**config.mk**
```make
export PLATFORM = sky130hd
export DESIGN_NAME = sd_block_reader_flat
export DESIGN_NICKNAME = d
export VERILOG_FILES = /design/src/rtl/sd_block_reader_if.sv /design/src/rtl/sd_block_reader.sv /design/src/flat_wrapper.sv
export SDC_FILE = /design/constraint.sdc
export NUM_CORES = 1
export LEC_CHECK = 0
export BUFFER_PORTS_ARGS = -buffer_cell sky130_fd_sc_hd__buf_2
export CAP_MARGIN = 20
export CORE_ASPECT_RATIO = 1.4
export CORE_MARGIN = 8
export CORE_UTILIZATION = 45
export CTS_CLUSTER_DIAMETER = 200
export DETAILED_ROUTE_END_ITERATION = 8
export PLACE_DENSITY = 0.66
export SLEW_MARGIN = 10
export SYNTH_ARGS = -nofsm -noshare
export SYNTH_HDL_FRONTEND = slang
export SYNTH_SLANG_ARGS = --single-unit
```
**constraint.sdc**
```tcl
create_clock -name clk -period 2.7 [get_ports clk]
set_clock_uncertainty 0.15 [all_clocks]
set_input_delay 0.27 -clock clk [delete_from_list [all_inputs] [get_ports clk]]
set_output_delay 0.27 -clock clk [all_outputs]
set_load 0.02 [all_outputs]
```
**src/rtl/sd_block_reader_if.sv**
```systemverilog
`timescale 1ns/1ps
`default_nettype none
// +------------------------------------------------------------------+
// | sd_block_reader_if : register-port bundle toward the SPI master  |
// | Rev 1.0                                                          |
// +------------------------------------------------------------------+
interface sd_block_reader_if;
  logic       spi_enable;
  logic       spi_rnw;
  logic [2:0] spi_addr;
  logic [7:0] spi_din;
  logic [7:0] spi_dout;

  modport master (output spi_enable, spi_rnw, spi_addr, spi_din, input spi_dout);
  modport slave  (input spi_enable, spi_rnw, spi_addr, spi_din, output spi_dout);
endinterface
`default_nettype wire

```
**src/rtl/sd_block_reader.sv**
```systemverilog
`timescale 1ns/1ps
`default_nettype none
// +------------------------------------------------------------------+
// | sd_block_reader : CMD17 single-block read sequencer, streams the |
// | 512 data bytes out with a valid strobe                           |
// | Rev 1.0                                                          |
// +------------------------------------------------------------------+
module sd_block_reader #(
  parameter int unsigned XFER_WAIT = 20,
  parameter int unsigned NCR_MAX   = 16,
  parameter int unsigned TOKEN_MAX = 4096,
  parameter bit          BYTE_ADDR = 1'b0
) (
  input  logic                     clk,
  input  logic                     reset,
  input  logic                     start,
  input  logic [31:0]              block_addr,
  output logic                     busy,
  output logic                     done,
  output logic                     error,
  output logic [1:0]               err_code,
  output logic [7:0]               data_out,
  output logic                     data_valid,
  sd_block_reader_if.master        spi
);

  localparam int unsigned WAIT_W = $clog2(XFER_WAIT + 1);
  localparam int unsigned NCR_W  = $clog2(NCR_MAX + 1);
  localparam int unsigned TOK_W  = $clog2(TOKEN_MAX + 1);
  localparam logic [WAIT_W-1:0] C_WAIT_LAST = WAIT_W'(XFER_WAIT);
  localparam logic [WAIT_W-1:0] C_WAIT_ONE  = WAIT_W'(1);
  localparam logic [NCR_W-1:0]  C_NCR_LAST  = NCR_W'(NCR_MAX - 1);
  localparam logic [TOK_W-1:0]  C_TOK_LAST  = TOK_W'(TOKEN_MAX - 1);

  typedef enum logic [3:0] {
    S_IDLE, S_CS_LOW, S_PRE, S_CMD, S_R1_POLL, S_TOK_POLL, S_DATA,
    S_CRC, S_CS_HIGH, S_TRAIL, S_FINISH, S_ABORT_CS, S_ABORT_XCHG
  } state_t;

  state_t             state_q, state_d;
  logic [WAIT_W-1:0]  wait_q, wait_d;
  logic [2:0]         idx_q, idx_d;
  logic [NCR_W-1:0]   ncr_q, ncr_d;
  logic [TOK_W-1:0]   tok_q, tok_d;
  logic [8:0]         byte_q, byte_d;
  logic [31:0]        arg_q, arg_d;
  logic               busy_q, busy_d;
  logic               done_q, done_d;
  logic               error_q, error_d;
  logic [1:0]         err_code_q, err_code_d;
  logic [7:0]         data_out_q, data_out_d;
  logic               data_valid_q, data_valid_d;

  logic               is_cs;
  logic               is_xchg;
  logic               step_done;
  logic               spi_en;
  logic [2:0]         spi_sel;
  logic [7:0]         spi_byte;
  logic [7:0]         cmd_byte;

  always_comb begin
    is_cs   = (state_q == S_CS_LOW) || (state_q == S_CS_HIGH) || (state_q == S_ABORT_CS);
    is_xchg = (state_q == S_PRE) || (state_q == S_CMD) || (state_q == S_R1_POLL) ||
              (state_q == S_TOK_POLL) || (state_q == S_DATA) || (state_q == S_CRC) ||
              (state_q == S_TRAIL) || (state_q == S_ABORT_XCHG);
    // CS writes need only one settling cycle; byte exchanges wait for the shift to finish
    step_done = is_cs ? (wait_q == C_WAIT_ONE) : (is_xchg && (wait_q == C_WAIT_LAST));

    case (idx_q)
      3'd0:    cmd_byte = 8'h51;
      3'd1:    cmd_byte = arg_q[31:24];
      3'd2:    cmd_byte = arg_q[23:16];
      3'd3:    cmd_byte = arg_q[15:8];
      3'd4:    cmd_byte = arg_q[7:0];
      default: cmd_byte = 8'hFF;
    endcase

    spi_en   = (is_cs || is_xchg) && (wait_q == '0);
    spi_sel  = 3'd0;
    spi_byte = 8'hFF;
    if (spi_en) begin
      case (state_q)
        S_CS_LOW:               spi_sel = 3'd4;
        S_CS_HIGH, S_ABORT_CS:  spi_sel = 3'd3;
        S_CMD:                  spi_sel = 3'd0;
        default:                spi_sel = 3'd1;
      endcase
      if (state_q == S_CMD) spi_byte = cmd_byte;
    end
  end

  always_comb begin
    state_d      = state_q;
    wait_d       = wait_q;
    idx_d        = idx_q;
    ncr_d        = ncr_q;
    tok_d        = tok_q;
    byte_d       = byte_q;
    arg_d        = arg_q;
    busy_d       = busy_q;
    done_d       = 1'b0;
    error_d      = error_q;
    err_code_d   = err_code_q;
    data_out_d   = data_out_q;
    data_valid_d = 1'b0;

    if (is_cs || is_xchg) wait_d = step_done ? '0 : wait_q + C_WAIT_ONE;

    case (state_q)
      S_IDLE: begin
        if (start) begin
          arg_d      = BYTE_ADDR ? {block_addr[22:0], 9'd0} : block_addr;
          busy_d     = 1'b1;
          error_d    = 1'b0;
          err_code_d = 2'd0;
          wait_d     = '0;
          idx_d      = 3'd0;
          ncr_d      = '0;
          tok_d      = '0;
          byte_d     = 9'd0;
          state_d    = S_CS_LOW;
        end
      end
      S_CS_LOW: if (step_done) state_d = S_PRE;
      S_PRE:    if (step_done) state_d = S_CMD;
      S_CMD: begin
        if (step_done) begin
          if (idx_q == 3'd5) begin
            idx_d   = 3'd0;
            state_d = S_R1_POLL;
          end else begin
            idx_d = idx_q + 3'd1;
          end
        end
      end
      S_R1_POLL: begin
        if (step_done) begin
          if (spi.spi_dout != 8'hFF) begin
            if (spi.spi_dout == 8'h00) begin
              state_d = S_TOK_POLL;
            end else begin
              err_code_d = 2'd2;
              state_d    = S_ABORT_CS;
            end
          end else if (ncr_q == C_NCR_LAST) begin
            err_code_d = 2'd1;
            state_d    = S_ABORT_CS;
          end else begin
            ncr_d = ncr_q + NCR_W'(1);
          end
        end
      end
      S_TOK_POLL: begin
        if (step_done) begin
          if (spi.spi_dout == 8'hFE) begin
            state_d = S_DATA;
          end else if ((spi.spi_dout != 8'hFF) || (tok_q == C_TOK_LAST)) begin
            err_code_d = 2'd3;
            state_d    = S_ABORT_CS;
          end else begin
            tok_d = tok_q + TOK_W'(1);
          end
        end
      end
      S_DATA: begin
        if (step_done) begin
          data_out_d   = spi.spi_dout;
          data_valid_d = 1'b1;
          byte_d       = byte_q + 9'd1;
          if (byte_q == 9'd511) state_d = S_CRC;
        end
      end
      S_CRC: begin
        if (step_done) begin
          if (idx_q == 3'd1) begin
            idx_d   = 3'd0;
            state_d = S_CS_HIGH;
          end else begin
            idx_d = idx_q + 3'd1;
          end
        end
      end
      S_CS_HIGH:  if (step_done) state_d = S_TRAIL;
      S_TRAIL:    if (step_done) state_d = S_FINISH;
      S_FINISH: begin
        done_d  = 1'b1;
        busy_d  = 1'b0;
        state_d = S_IDLE;
      end
      S_ABORT_CS: if (step_done) state_d = S_ABORT_XCHG;
      S_ABORT_XCHG: begin
        if (step_done) begin
          error_d = 1'b1;
          busy_d  = 1'b0;
          state_d = S_IDLE;
        end
      end
      default: state_d = S_IDLE;
    endcase
  end

  always_ff @(posedge clk) begin
    if (reset) begin
      state_q      <= S_IDLE;
      wait_q       <= '0;
      idx_q        <= 3'd0;
      ncr_q        <= '0;
      tok_q        <= '0;
      byte_q       <= 9'd0;
      arg_q        <= 32'd0;
      busy_q       <= 1'b0;
      done_q       <= 1'b0;
      error_q      <= 1'b0;
      err_code_q   <= 2'd0;
      data_out_q   <= 8'h00;
      data_valid_q <= 1'b0;
    end else begin
      state_q      <= state_d;
      wait_q       <= wait_d;
      idx_q        <= idx_d;
      ncr_q        <= ncr_d;
      tok_q        <= tok_d;
      byte_q       <= byte_d;
      arg_q        <= arg_d;
      busy_q       <= busy_d;
      done_q       <= done_d;
      error_q      <= error_d;
      err_code_q   <= err_code_d;
      data_out_q   <= data_out_d;
      data_valid_q <= data_valid_d;
    end
  end

  assign busy           = busy_q;
  assign done           = done_q;
  assign error          = error_q;
  assign err_code       = err_code_q;
  assign data_out       = data_out_q;
  assign data_valid     = data_valid_q;
  assign spi.spi_enable = spi_en;
  assign spi.spi_rnw    = ~spi_en;
  assign spi.spi_addr   = spi_sel;
  assign spi.spi_din    = spi_byte;

endmodule
`default_nettype wire

```
**src/flat_wrapper.sv**
```systemverilog
// flat-port wrapper written by rule: the top's interface ports become plain ports
module sd_block_reader_flat 
#(
  parameter int unsigned XFER_WAIT = 20,
  parameter int unsigned NCR_MAX   = 16,
  parameter int unsigned TOKEN_MAX = 4096,
  parameter bit          BYTE_ADDR = 1'b0
)
  (clk, reset, start, block_addr, busy, done, error, err_code, data_out, data_valid, spi_spi_enable, spi_spi_rnw, spi_spi_addr, spi_spi_din, spi_spi_dout);
  sd_block_reader_if spi_i ();
  input  logic clk;
  input  logic reset;
  input  logic start;
  input  logic [31:0] block_addr;
  output logic busy;
  output logic done;
  output logic error;
  output logic [1:0] err_code;
  output logic [7:0] data_out;
  output logic data_valid;
  output wire logic [$bits(spi_i.spi_enable)-1:0] spi_spi_enable;
  output wire logic [$bits(spi_i.spi_rnw)-1:0] spi_spi_rnw;
  output wire logic [$bits(spi_i.spi_addr)-1:0] spi_spi_addr;
  output wire logic [$bits(spi_i.spi_din)-1:0] spi_spi_din;
  input wire logic [$bits(spi_i.spi_dout)-1:0] spi_spi_dout;
  assign spi_spi_enable = spi_i.spi_enable;
  assign spi_spi_rnw = spi_i.spi_rnw;
  assign spi_spi_addr = spi_i.spi_addr;
  assign spi_spi_din = spi_i.spi_din;
  assign spi_i.spi_dout = spi_spi_dout;
  sd_block_reader #(.XFER_WAIT(XFER_WAIT), .NCR_MAX(NCR_MAX), .TOKEN_MAX(TOKEN_MAX), .BYTE_ADDR(BYTE_ADDR)) u_core (.clk(clk), .reset(reset), .start(start), .block_addr(block_addr), .busy(busy), .done(done), .error(error), .err_code(err_code), .data_out(data_out), .data_valid(data_valid), .spi(spi_i));
endmodule
```
==> flow_summary.toml <==
[synth]
syn_inst = 558
netlist_top_cells_area = "dfxtp_1, nand2_1, a21oi_1, nor2_1, a22oi_1"
ys.flop_type = "dfxtp_1"
netlist.top_cell.by_area = "dfxtp_1"
synth-async-reset-ratio_pct = 0
yosysWarnings = 0
synth_fp_nets = 610
synth_cell_types = 61
syn-cell-area_sq_um = 4304
synth_edf_count = 0
syn_avg_cell_area_sq_um = 7.713
synth_seq_cells = 85
seq_area_frac_synth_pct = 39.53
yosysTopAreaCellShare_pct = 39.53

[timing]
setup_viol = 0
slew_violations = 0
maxSlewHeadroom_pct = 62.43
period_needed_ps = 2495
fmax_mhz = 400.8
hold_ws_ps = 10.86
final.setup.tns_ps = 0
grt_setup_unrepaired = "false"
worst_slew_pin_slew_ps = 561.5
hold_viol_final = 0
min_period_over_period_pct = 92.40

[cells_and_area]
antennaDiodeCount = 0
fillCellCount = 918
layout_common_cells = "nand2_1, dfxtp_1, a21oi_1, buf_2, nor2_1"
area_delta_synth_final_pct = 18.95
num-nets-final = 674
drive_above_1_share_pct = 19.46
final_common_cell = "nand2_1"
fin_cells = 737
ff_latch_area_sq_um = 1705
multi_input_area_sq_um = 2425

[routing]
routed_wl_mm = 11.69
ant_nets = 0
first_pass_iters = 5
via_per_inst = 5.620
vias = 4142
drt_drc_violations_left = 0
drt-wirelength-per-cell_um = 15.86
drt_iter0_markers = 163

[grt]
antenna_found_initial = 0
grt_overflow = 0
grt_pass1_vias = 4100
grt_max_degree = 37
grt_usage_pct = 18.51
grt_pass1_wl_mm = 19.88

[floorplanning]
ioPinCount = 70
dieHeight_um = 131.7
initial_core_util_pct = 45.76
rows = 42
die-area_sq_um = 12990
die_w_um = 98.66
fp.coreArea_sq_um = 9407

[placement]
finalWeightedCongestion = 0.8782
dp_hpwl_mm = 8.483
dp.cells = 720
portBuffers = 69

[cts]
cts.path.max_buffers = 2
clock_latency_ps = 340
post_cts_buffers = 0
cts_tree = "done"
numCtsBuffers = 9
clock_sinks = 85
ctsRootBufferMaster = "clkbuf_16"
clkTransAtPathRegs_ps = 60
htree_levels = 3

[outcome]
outcome = "finished, final reports clean"

[power_and_ir_drop]
power_density_nw_per_um2 = 833.2
peakVddDrop_v = 0.0004662
cellLeakagePower_nw = 1.895

[worst_setup_path]
crit_path_max_fanout = 5
worstPathRequired_ps = 2280
crit_slowest_cell = "dfxtp_1"
path_cells = "inv_1 -> ha_1 -> nor4b_4 -> nand2_1 -> nor3b_2 -> o31a_1 -> o211ai_1 -> buf_2"
start_kind = "flip-flop"
max_stage_delay_ps = 360
critPathArrivalTime_ps = 2070
end_kind = "output pin"
crit_type = "reg2out"

[min_path]
min_path_type = "in2reg"

[flow_run]
cap_violations = 0
==> Yosys cell counts (4+ instances only) <==
| library cell | n |
|---|---|
| a211oi_1 | 5 |
| a21oi_1 | 72 |
| a22oi_1 | 17 |
| buf_2 | 5 |
| clkbuf_1 | 26 |
| dfxtp_1 | 85 |
| ha_1 | 9 |
| inv_1 | 11 |
| nand2_1 | 103 |
| nand2b_1 | 8 |
| nand3_1 | 20 |
| nand4_1 | 8 |
| nor2_1 | 44 |
| nor2b_1 | 5 |
| nor3_1 | 10 |
| nor3b_1 | 4 |
| o211ai_1 | 15 |
| o21ai_0 | 12 |
| o21ai_1 | 8 |
| o22ai_1 | 4 |
| or3_1 | 10 |
| or4_1 | 10 |
| xor2_1 | 8 |
==> logic make-up (layout without fill, tap and decap cells) <==
logic type	count (synthesis)	after routing	share of synthesized area, %
and+or+nand+nor	251	251	28.78
DFF	85	85	39.53
AOI/OAI and AO/OA	154	154	22.06
buffers and inverters	48	117	4.767
xor gates and xnor gates	11	11	2.239
adders and majority gates	9	9	2.616
==> registers in the layout, indices dropped and copies added (netlist names) <==
signal             count
u_core.arg_q          32
u_core.tok_q          13
u_core.byte_q          9
u_core.data_out        8
u_core.ncr_q           5
u_core.wait_q          5
u_core.state_q         4
u_core.idx_q           3
u_core.err_code        2
u_core.busy            1
u_core.data_valid      1
u_core.done            1
u_core.error           1
==> worst max-delay path: cells and delay by family, from the launching register on <==
family	cells	cell delay (ps)
buffers and inverters	2	260
adder cells (fa/ha/maj)	1	190
AND/OR/NAND/NOR	3	600
flip-flops	1	360
AO/OA/AOI/OAI	2	320
==> layout make-up <==
type	instances	area share (%)
clock buffer	9	4.399
clock inverter	7	1.637
inverter	12	0.8798
multi-input combinational	425	47.36
sequential	85	33.31
tap	110	2.688
timing repair buffer	89	9.726
==> per-stage QoR <==
stage          setup WS [ps]  area (sq um)  power [mW]  utilization (%)
2_1_floorplan          225.9          4304       2.598                -
3_3_place_gp           375.5          4770       2.970            50.71
3_5_place_dp           334.2          4770       2.998            50.71
4_1_cts                93.98          5102       4.272            54.24
5_1_grt                71.37          5120       4.540            54.43
6_report               205.3          5120       4.266            54.43
==> where the power goes <==
group          switching (mW)  internal, mW
Combinational           0.936         0.543
Sequential              0.120          1.40
Clock                   0.536         0.729
Total                    1.59          2.67
==> metal layers <==
metal | up-vias | track usage (%) | wire length, um
li1 | 2116 | - | -
met1 | 1912 | 22.03 | 5025
met2 | 94 | 30.80 | 5879
met3 | 20 | 4.440 | 515
met4 | 0 | 7.969 | 270
met5 | - | 0 | 0
==> timing repair <==
item,CTS,global route
pin swaps,0,0
hold endpoints to repair,1,0
hold buffers,1,0
endpoints found under the setup margin,3,8
gates resized for setup,4,4
==> path summary, 6_finish.rpt <==
path | startpoint | end | slack (ps) | depth (start not counted)
min | block_addr[21] | u_core.arg_q[21] | 10 | 3
max | u_core.wait_q[0] | spi_spi_din[0] | 210 | 8
max reg2reg | u_core.state_q[1] | u_core.ncr_q[2] | 290 | 5
min reg2reg | u_core.arg_q[7] | u_core.arg_q[7] | 300 | 2
Note: power is estimated with default switching activity, not from simulation.
